<file path="src/rtl/ctl_game.sv">
// Duck Hunt game-flow controller: waves of NUM_DUCKS ducks, per-wave ammo, saturating BCD score.
// Optional perfect-wave bonus is compiled in when GAME_PERFECT_BONUS_EN is defined.
module ctl_game #(
  parameter int NUM_DUCKS    = 2,
  parameter int AMMO         = 3,
  parameter int WAVES        = 10,
  parameter int SCORE_DIGITS = 2,
  parameter int FLY_FRAMES   = 300,
  parameter int PAUSE_FRAMES = 60,
  localparam int IDW = (NUM_DUCKS > 1) ? $clog2(NUM_DUCKS) : 1
) (
  input  logic                      clk,
  input  logic                      rst,
  input  logic                      new_frame,
  input  logic                      start,
  input  logic                      shot_fired,
  input  logic                      hit,
  input  logic [IDW-1:0]            hit_id,
  output logic [NUM_DUCKS-1:0]      duck_launch,
  output logic [NUM_DUCKS-1:0]      duck_active,
  output logic [3:0]                ammo_bcd,
  output logic [4*SCORE_DIGITS-1:0] score_bcd,
  output logic [7:0]                wave_bcd,
  output logic [2:0]                state,
  output logic                      game_over
);

  typedef enum logic [2:0] {
    S_IDLE   = 3'd0,
    S_LAUNCH = 3'd1,
    S_FLY    = 3'd2,
    S_PAUSE  = 3'd3,
    S_OVER   = 3'd4
  } state_e;

  localparam int FMAX = (FLY_FRAMES > PAUSE_FRAMES) ? FLY_FRAMES : PAUSE_FRAMES;
  localparam int FCW  = $clog2(FMAX + 1);
  localparam logic [FCW-1:0]            FLY_LAST   = FCW'(FLY_FRAMES - 1);
  localparam logic [FCW-1:0]            PAUSE_LAST = FCW'(PAUSE_FRAMES - 1);
  localparam logic [3:0]                AMMO_V     = 4'(AMMO);
  localparam logic [7:0]                WAVES_BCD  = {4'(WAVES / 10), 4'(WAVES % 10)};
  localparam logic [4*SCORE_DIGITS-1:0] SCORE_MAX  = {SCORE_DIGITS{4'h9}};

  state_e                    state_q, state_d;
  logic [3:0]                ammo_q, ammo_d;
  logic [4*SCORE_DIGITS-1:0] score_q, score_d;
  logic [7:0]                wave_q, wave_d;
  logic [NUM_DUCKS-1:0]      active_q, active_d;
  logic [NUM_DUCKS-1:0]      launch_q, launch_d;
  logic [FCW-1:0]            fcnt_q, fcnt_d;
  logic                      over_q;
`ifdef GAME_PERFECT_BONUS_EN
  logic [2:0]                bonus_q, bonus_d;
`endif

  logic [NUM_DUCKS-1:0] hit_mask;
  logic                 hit_valid;
  logic                 fly_timeout;
  logic [7:0]           wave_inc;

  function automatic logic [4*SCORE_DIGITS-1:0] bcd_inc(input logic [4*SCORE_DIGITS-1:0] v);
    logic [4*SCORE_DIGITS-1:0] r;
    logic                      carry;
    r     = v;
    carry = 1'b1;
    if (v != SCORE_MAX) begin
      for (int unsigned i = 0; i < SCORE_DIGITS; i++) begin
        if (carry) begin
          if (v[4*i +: 4] == 4'd9) begin
            r[4*i +: 4] = 4'd0;
          end else begin
            r[4*i +: 4] = v[4*i +: 4] + 4'd1;
            carry       = 1'b0;
          end
        end
      end
    end
    return r;
  endfunction

  // Out-of-range ids decode to an empty mask, so they can never score.
  always_comb begin
    hit_mask = '0;
    for (int unsigned i = 0; i < NUM_DUCKS; i++) begin
      if (hit_id == IDW'(i)) hit_mask[i] = 1'b1;
    end
  end

  assign hit_valid   = hit && (|(hit_mask & active_q));
  assign fly_timeout = new_frame && (fcnt_q == FLY_LAST);
  assign wave_inc    = (wave_q[3:0] == 4'd9) ? {wave_q[7:4] + 4'd1, 4'd0}
                                             : {wave_q[7:4], wave_q[3:0] + 4'd1};

  always_comb begin
    state_d  = state_q;
    ammo_d   = ammo_q;
    score_d  = score_q;
    wave_d   = wave_q;
    active_d = active_q;
    launch_d = '0;
    fcnt_d   = fcnt_q;
`ifdef GAME_PERFECT_BONUS_EN
    bonus_d  = bonus_q;
`endif
    case (state_q)
      S_IDLE, S_OVER: begin
        if (start) begin
          score_d = '0;
          wave_d  = 8'h01;
          ammo_d  = AMMO_V;
          state_d = S_LAUNCH;
`ifdef GAME_PERFECT_BONUS_EN
          bonus_d = '0;
`endif
        end
      end
      S_LAUNCH: begin
        launch_d = '1;
        active_d = '1;
        fcnt_d   = '0;
        state_d  = S_FLY;
      end
      S_FLY: begin
        if (shot_fired && (ammo_q != 4'd0)) ammo_d = ammo_q - 4'd1;
        if (hit_valid) begin
          active_d = active_q & ~hit_mask;
          score_d  = bcd_inc(score_q);
        end
        if (new_frame) fcnt_d = fcnt_q + FCW'(1);
        // A hit arriving with the last round keeps FLY open for that cycle.
        if ((active_d == '0) || ((ammo_d == 4'd0) && !hit) || fly_timeout) begin
`ifdef GAME_PERFECT_BONUS_EN
          if (active_d == '0) bonus_d = 3'(NUM_DUCKS);
`endif
          active_d = '0;
          fcnt_d   = '0;
          state_d  = S_PAUSE;
        end
      end
      S_PAUSE: begin
`ifdef GAME_PERFECT_BONUS_EN
        if (bonus_q != 3'd0) begin
          bonus_d = bonus_q - 3'd1;
          score_d = bcd_inc(score_q);
        end
`endif
        if (new_frame) begin
          if (fcnt_q == PAUSE_LAST) begin
            fcnt_d = '0;
`ifdef GAME_PERFECT_BONUS_EN
            bonus_d = '0;
`endif
            if (wave_q == WAVES_BCD) begin
              state_d = S_OVER;
            end else begin
              wave_d  = wave_inc;
              ammo_d  = AMMO_V;
              state_d = S_LAUNCH;
            end
          end else begin
            fcnt_d = fcnt_q + FCW'(1);
          end
        end
      end
      default: state_d = S_IDLE;
    endcase
  end

  always_ff @(posedge clk) begin
    if (!rst) begin
      state_q  <= S_IDLE;
      ammo_q   <= AMMO_V;
      score_q  <= '0;
      wave_q   <= '0;
      active_q <= '0;
      launch_q <= '0;
      fcnt_q   <= '0;
      over_q   <= 1'b0;
`ifdef GAME_PERFECT_BONUS_EN
      bonus_q  <= '0;
`endif
    end else begin
      state_q  <= state_d;
      ammo_q   <= ammo_d;
      score_q  <= score_d;
      wave_q   <= wave_d;
      active_q <= active_d;
      launch_q <= launch_d;
      fcnt_q   <= fcnt_d;
      over_q   <= (state_d == S_OVER);
`ifdef GAME_PERFECT_BONUS_EN
      bonus_q  <= bonus_d;
`endif
    end
  end

  assign duck_launch = launch_q;
  assign duck_active = active_q;
  assign ammo_bcd    = ammo_q;
  assign score_bcd   = score_q;
  assign wave_bcd    = wave_q;
  assign state       = state_q;
  assign game_over   = over_q;

endmodule

</file>
<file path="config.mk">
export PLATFORM = sky130hd
export DESIGN_NAME = ctl_game
export DESIGN_NICKNAME = d
export VERILOG_FILES = /design/src/rtl/ctl_game.sv
export SDC_FILE = /design/constraint.sdc
export NUM_CORES = 1
export LEC_CHECK = 0
export BUFFER_PORTS_ARGS = -buffer_cell sky130_fd_sc_hd__buf_2
export CELL_PAD_IN_SITES_DETAIL_PLACEMENT = 1
export CELL_PAD_IN_SITES_GLOBAL_PLACEMENT = 1
export CORE_ASPECT_RATIO = 0.5
export CORE_UTILIZATION = 35
export CTS_CLUSTER_DIAMETER = 120
export CTS_CLUSTER_SIZE = 40
export DETAILED_ROUTE_END_ITERATION = 10
export GPL_ROUTABILITY_DRIVEN = 0
export PLACE_DENSITY_LB_ADDON = 0.1
export SKIP_CTS_REPAIR_TIMING = 1
export SYNTH_ARGS = -nofsm -noshare
export SYNTH_HDL_FRONTEND = slang
export SYNTH_SLANG_ARGS = --single-unit
export TNS_END_PERCENT = 10
</file>
<file path="constraint.sdc">
create_clock -name clk -period 2.9 [get_ports clk]
set_input_delay 0.58 -clock clk [delete_from_list [all_inputs] [get_ports clk]]
set_output_delay 0.58 -clock clk [all_outputs]
set_load 0.005 [all_outputs]
</file>
After elaboration in Yosys (flattened, before gate mapping):

Index checks and enable logic that the tools add are counted.

* multiplexer cells: 42
* shift operators: 0
* bitwise logic cells: 3
* magnitude comparators: 0
* add/sub/neg operators: 6
* div/mod/pow operators: 0
* reduce and logical (&&, ||, !) cells: 24
* equality and inequality tests: 21
* multiply operators: 0

Operator list (count)
* $mux 8: 8
* $mux 4: 9
* $mux 9: 4
* $pmux 8 s2: 2
* $pmux 9 s3: 1
* $add 4x1->4 const B: 4
* $ne 2x2->1 const B: 8
* $mux 3: 5
* $reduce_and 5->1: 3
* $eq 4x4->1 const B: 3
* $pmux 3 s4: 1
* $pmux 4 s3: 1
* $add 9x1->9 const B: 1
* $eq 9x6->1 const B: 1
* $eq 9x9->1 const B: 1
* $eq 8x5->1 const B: 1
* $mux 2: 4
* $ne 8x8->1 const B: 1
* $eq 3x2->1 const B: 2
* $eq 3x3->1 const B: 2
* $mux 1: 6
* $reduce_and 6->1: 1
* $reduce_bool 2->1: 3
* $reduce_bool 3->1: 2
* other kinds (16): 22

* output and inout bits: 28
* flip-flop bits (word level): 37
* logic and storage cells: 106
* bits in read-only memories: 0
* input port bits: 7
* latch bits: 0
* memory bits (writable): 0
* memories: 0

Longest topological paths before layout:

* depth after elaboration: 12
* gate-level depth with buffers: 8

Worst setup path after synthesis:

OpenSTA, ideal clock, no wires.

* kind: register to register
* start point: reg ammo_q[0] (netlist: ammo_bcd[0])
* end point: reg fcnt_q[6]
* setup slack: 512 ps
* library setup time: 120 ps
* cell stages (with the launch flop): 9
* required time: 2780 ps
* arrival time: 2268 ps
* buffers on the path: 0
* path through: dfxtp_1 > inv_1 > ha_1 > or3b_2 > a211oi_1 > o211ai_1 > a32o_1 > and3_2 > a211o_2

* word-level cells in the longest chain between the ends: 10
* elaborated cells between the ends (all ways): 13
* those cells by class: 1 x add/sub; 1 x eq/ne; 4 x mux; 7 x reduce/logical

RTL lines
* from (decl): line 45 `logic [3:0] ammo_q, ammo_d;`
* from (signal assigned): line 184 `ammo_q <= ammo_d;`
* branches (longest 2 deep; another with $sub 4x1->4)
* $mux 4 *: line 124 `if (shot_fired && (ammo_q != 4'd0)) ammo_d = ammo_q - 4'd1;`
* $mux 4 *: line 105 `case (state_q)`
* $logic_not 4->1 *: line 131 `if ((active_d == '0) || ((ammo_d == 4'd0) && !hit) || fly_timeout) begin`
* $logic_and 1x1->1 *: line 131
* $logic_or 1x1->1 * (2 in a row): line 131
* $ne 3x3->1 (no source line) / $mux 9 (equally long branches)
* $reduce_and 3->1 (no source line) / $pmux 9 s3 (equally long branches)
* to (signal assigned): line 189 `fcnt_q <= fcnt_d;`
* to (decl): line 50 `logic [FCW-1:0] fcnt_q, fcnt_d;`

Every way passes the cells marked *. The select of a mux whose other input is x is not followed.
A chain may end at the register's enable or synchronous reset.

Final worst setup path:

* start point: reg ammo_q[0] (netlist: ammo_bcd[0])
* end point: reg fcnt_q[1]

The elaborated chain is that of the path after synthesis.

==> key figures <==
Outcome
  • Result of the run: completed

Yosys
  • Net Count, Synth: ~260
  • Seq/Total Area, Yosys: 0.355
  • Flops & latches, synth: 36
  • Synthesized netlist cell count: about 240
  • Netlist area before placement: just over 2000 um^2
  • Synth async-reset ratio: 0
  • Predominant post-synthesis flop cell: sky130_fd_sc_hd__dfxtp_1
  • Number of distinct standard cells referenced by the synthesized netlist: 57
  • Syn Area/Cell: between 8 and 9 um^2
  • EDFF count, synth: 0
  • Synth Warn #: 0

Timing
  • Worst rel slew slack: 0.580
  • Setup repair after global routing missed its margin: no
  • Final number of max-transition violations: 0
  • Final worst clock skew: approximately 0.005 ns
  • Final hold viol count: 0
  • Number of endpoints failing setup at the final stage: 0
  • Share of the clock period used by the worst path after layout: 0.918
  • Time the worst path needs with I/O delays and setup: between 2 and 3 ns
  • Maximum operating frequency: ~0.38 GHz
  • Measured slew at the worst slew-check pin: a little over 0.6 ns
  • Accumulated negative setup slack: 0 ns

Pwr
  • Leakage power: 0.00107 uW
  • Pwr per Cell Area: just over 700 nW/um^2
  • Worst vdd rail ir drop: around 0.00029 V
  • Power after layout: 1750 uW

Floorplan
  • Starting density of the core: 0.367
  • Top-level I/O count: 35
  • Num rows: 19
  • Die boundary height: about 56 um
  • Die Area: ~6100 um^2
  • Core region area: between 5000 and 6000 um^2
  • Die outline width: between 100 and 150 um

Critical path
  • Launching element type of the critical path: flip-flop
  • Count of cells along the worst register-to-register path: 8
  • FF-to-FF setup slack: about 0.24 ns
  • Arrival time at the worst endpoint: 2.89 ns
  • Buffers & Inverters on Critical Path: 1
  • Largest stage delay on the critical path: slightly above 0.5 ns
  • CP endpoint kind: flip-flop
  • Source of the worst register-to-register timing path: ammo_bcd[0]
  • RR Endpoint: fcnt_q[1]
  • Crit path max-delay cell type: sky130_fd_sc_hd__or3b_2
  • Setup CP Type: reg2reg
  • Critical Path Fanout Max: 9
  • Dominant delay contributor by cell family on the critical path: compound AO/OA/AOI/OAI gates
  • Critical path, cell by cell: inv_1, ha_1, or3b_2, and4_1, o211ai_1, nand4_1, a21oi_4, a2bb2o_1
  • Critical path required time: 3.13 ns

Placed design
  • Number of buffer cells added on primary ports: 34
  • Placed Area: ~2300 um^2
  • Hpwl dp: around 3700 um

Final layout
  • Final net count: between 200 and 300
  • Fillers: around 670
  • Seq. cell area: just over 700 um^2
  • Area growth, synth to finish: 20.4%
  • Footprint of the multi-input gates: approximately 1200 um^2
  • Final core utilization: 0.442
  • Total inserted antenna cells: 0
  • Final instance area: roughly 2400 um^2
  • Layout cell share with drive strength beyond 1: 0.223

Global route
  • Vias in the first global route: 1,804
  • Overall global routing resource usage: 0.187
  • Grt total ovfl: 0
  • First-pass GRT wire length: roughly 8600 um
  • Largest net degree at the start of global routing: 16
  • Initial antenna violation count: 0

Clock tree
  • Root Buffer Master: sky130_fd_sc_hd__clkbuf_16
  • Clk pin slew, worst setup/hold paths: around 0.05 ns
  • Number of sinks handled by clock tree synthesis: 36
  • Clock tree from TritonCTS: done
  • CTS Buffer Depth: 2
  • CTS HTree Levels: 2
  • Clock Latency Late Sink: around 0.29 ns
  • Total clock buffers created by CTS: 5

Min path
  • Number of instances on the worst hold path: 1
  • Hold path start: fcnt_q[1]
  • Path type of the worst min-delay path: reg2reg
  • Hold worst-path end: fcnt_q[1]

Drt
  • Post-route antenna net violation count: 0
  • Total vias in the final route: 1,868
  • Drt initial violations: 43
  • Wire length reported by the detailed router: about 5100 um
  • DR vias/cell: about 5.3
  • Number of iterations in the first detailed-routing pass: 4
  • Routed wire per std cell: roughly 15 um
  • Drt drc: 0

Flow run
  • Max-cap violations: 0
[worst max-delay path by stage]
stage	end	slack, ns	cells past startpoint	startpoint
detailed placement	fcnt_q[1]	0.21	8	ammo_bcd[0]
global route	fcnt_q[4]	0.04	8	ammo_bcd[0]
floorplan	fcnt_q[6]	0.51	8	ammo_bcd[0]
global placement	fcnt_q[2]	0.28	7	shot_fired
finish	fcnt_q[1]	0.24	8	ammo_bcd[0]
CTS	fcnt_q[1]	0.17	8	ammo_bcd[0]
[cells in the final DEF (no fill, tap or decap), types with 2 or more instances in the layout]
cell type                   instances
sky130_fd_sc_hd__a211oi_1           5
sky130_fd_sc_hd__nand3_1            9
sky130_fd_sc_hd__nor2_1            26
sky130_fd_sc_hd__a21boi_0           3
sky130_fd_sc_hd__buf_4              2
sky130_fd_sc_hd__nor2b_1            4
sky130_fd_sc_hd__nor3_1            11
sky130_fd_sc_hd__and3_1             3
sky130_fd_sc_hd__o21ai_0            8
sky130_fd_sc_hd__clkbuf_16          5
sky130_fd_sc_hd__or3_1              3
sky130_fd_sc_hd__inv_1             11
sky130_fd_sc_hd__or2_2              3
sky130_fd_sc_hd__nand2_1           22
sky130_fd_sc_hd__and3b_1            4
sky130_fd_sc_hd__o211ai_1           3
sky130_fd_sc_hd__xor2_1             7
sky130_fd_sc_hd__a21oi_1           13
sky130_fd_sc_hd__o21a_1             2
sky130_fd_sc_hd__a21o_1             3
sky130_fd_sc_hd__a211o_1            5
sky130_fd_sc_hd__ha_1              11
sky130_fd_sc_hd__dfxtp_1           36
sky130_fd_sc_hd__xnor2_1            3
sky130_fd_sc_hd__nand2b_1           2
sky130_fd_sc_hd__nand4_1            6
sky130_fd_sc_hd__buf_2             34
[logic make-up (layout without fill, tap and decap cells)]
| family | count (synthesis) | after routing | share of synthesized area |
|---|---|---|---|
| muxes | 2 | 2 | 0.0105 |
| xor gates and xnor gates | 10 | 10 | 0.0431 |
| buffers and inverters | 16 | 55 | 0.0363 |
| and+or+nand+nor | 108 | 108 | 0.286 |
| DFF | 36 | 36 | 0.355 |
| adders and majority gates | 11 | 11 | 0.0677 |
| AOI/OAI and AO/OA | 56 | 56 | 0.201 |
[sequential cells by signal (all words and copies together), names as in the netlist]
signal / flops
score_bcd: 8
wave_bcd: 8
ammo_bcd: 4
fcnt_q: 9
duck_launch: 1
game_over: 1
state: 3
duck_active: 2
[power breakdown]
part	total [uW]	internal [uW]	switching (uW)	leakage, uW
sequential	625	547	77.6	0.000292
combinational	512	216	296	0.000700
clock	615	404	211	0.0000808
[routing by layer]
layer | routed length (um) | GRT usage | part of all wire
met5 | 0 | 0 | 0
met4 | 82 | 0.0800 | 0.016
met3 | 196 | 0.0574 | 0.038
met2 | 2230 | 0.279 | 0.43
met1 | 2630 | 0.248 | 0.51
[layout make-up]
type                       instances  area share
sequential                        36       0.294
clock buffer                       6      0.0527
multi-input combinational        187       0.509
inverter                          11      0.0169
clock inverter                     2      0.0143
tap                               73      0.0373
timing repair buffer              36      0.0757
[Yosys cell counts, drive strengths merged (6+ instances only)]
library cell	instances	area share
a211o	6	0.026
a21oi	15	0.041
dfxtp	36	0.35
ha	11	0.068
inv	11	0.020
nand2	22	0.041
nand3	9	0.022
nand4	6	0.018
nor2	26	0.048
nor3	11	0.027
o21ai	9	0.024
xor2	7	0.030
[through the flow]
| step | setup slack, ns | std cells | hold WS [ns] |
|---|---|---|---|
| floorplan | 0.512 | 239 | 0.465 |
| global placement | 0.278 | 343 | 0.472 |
| detailed placement | 0.208 | 343 | 0.494 |
| CTS | 0.169 | 351 | 0.507 |
| global route | 0.0399 | 351 | 0.520 |
| finish | 0.238 | 351 | 0.501 |
Power figures use the tool's default switching activity.
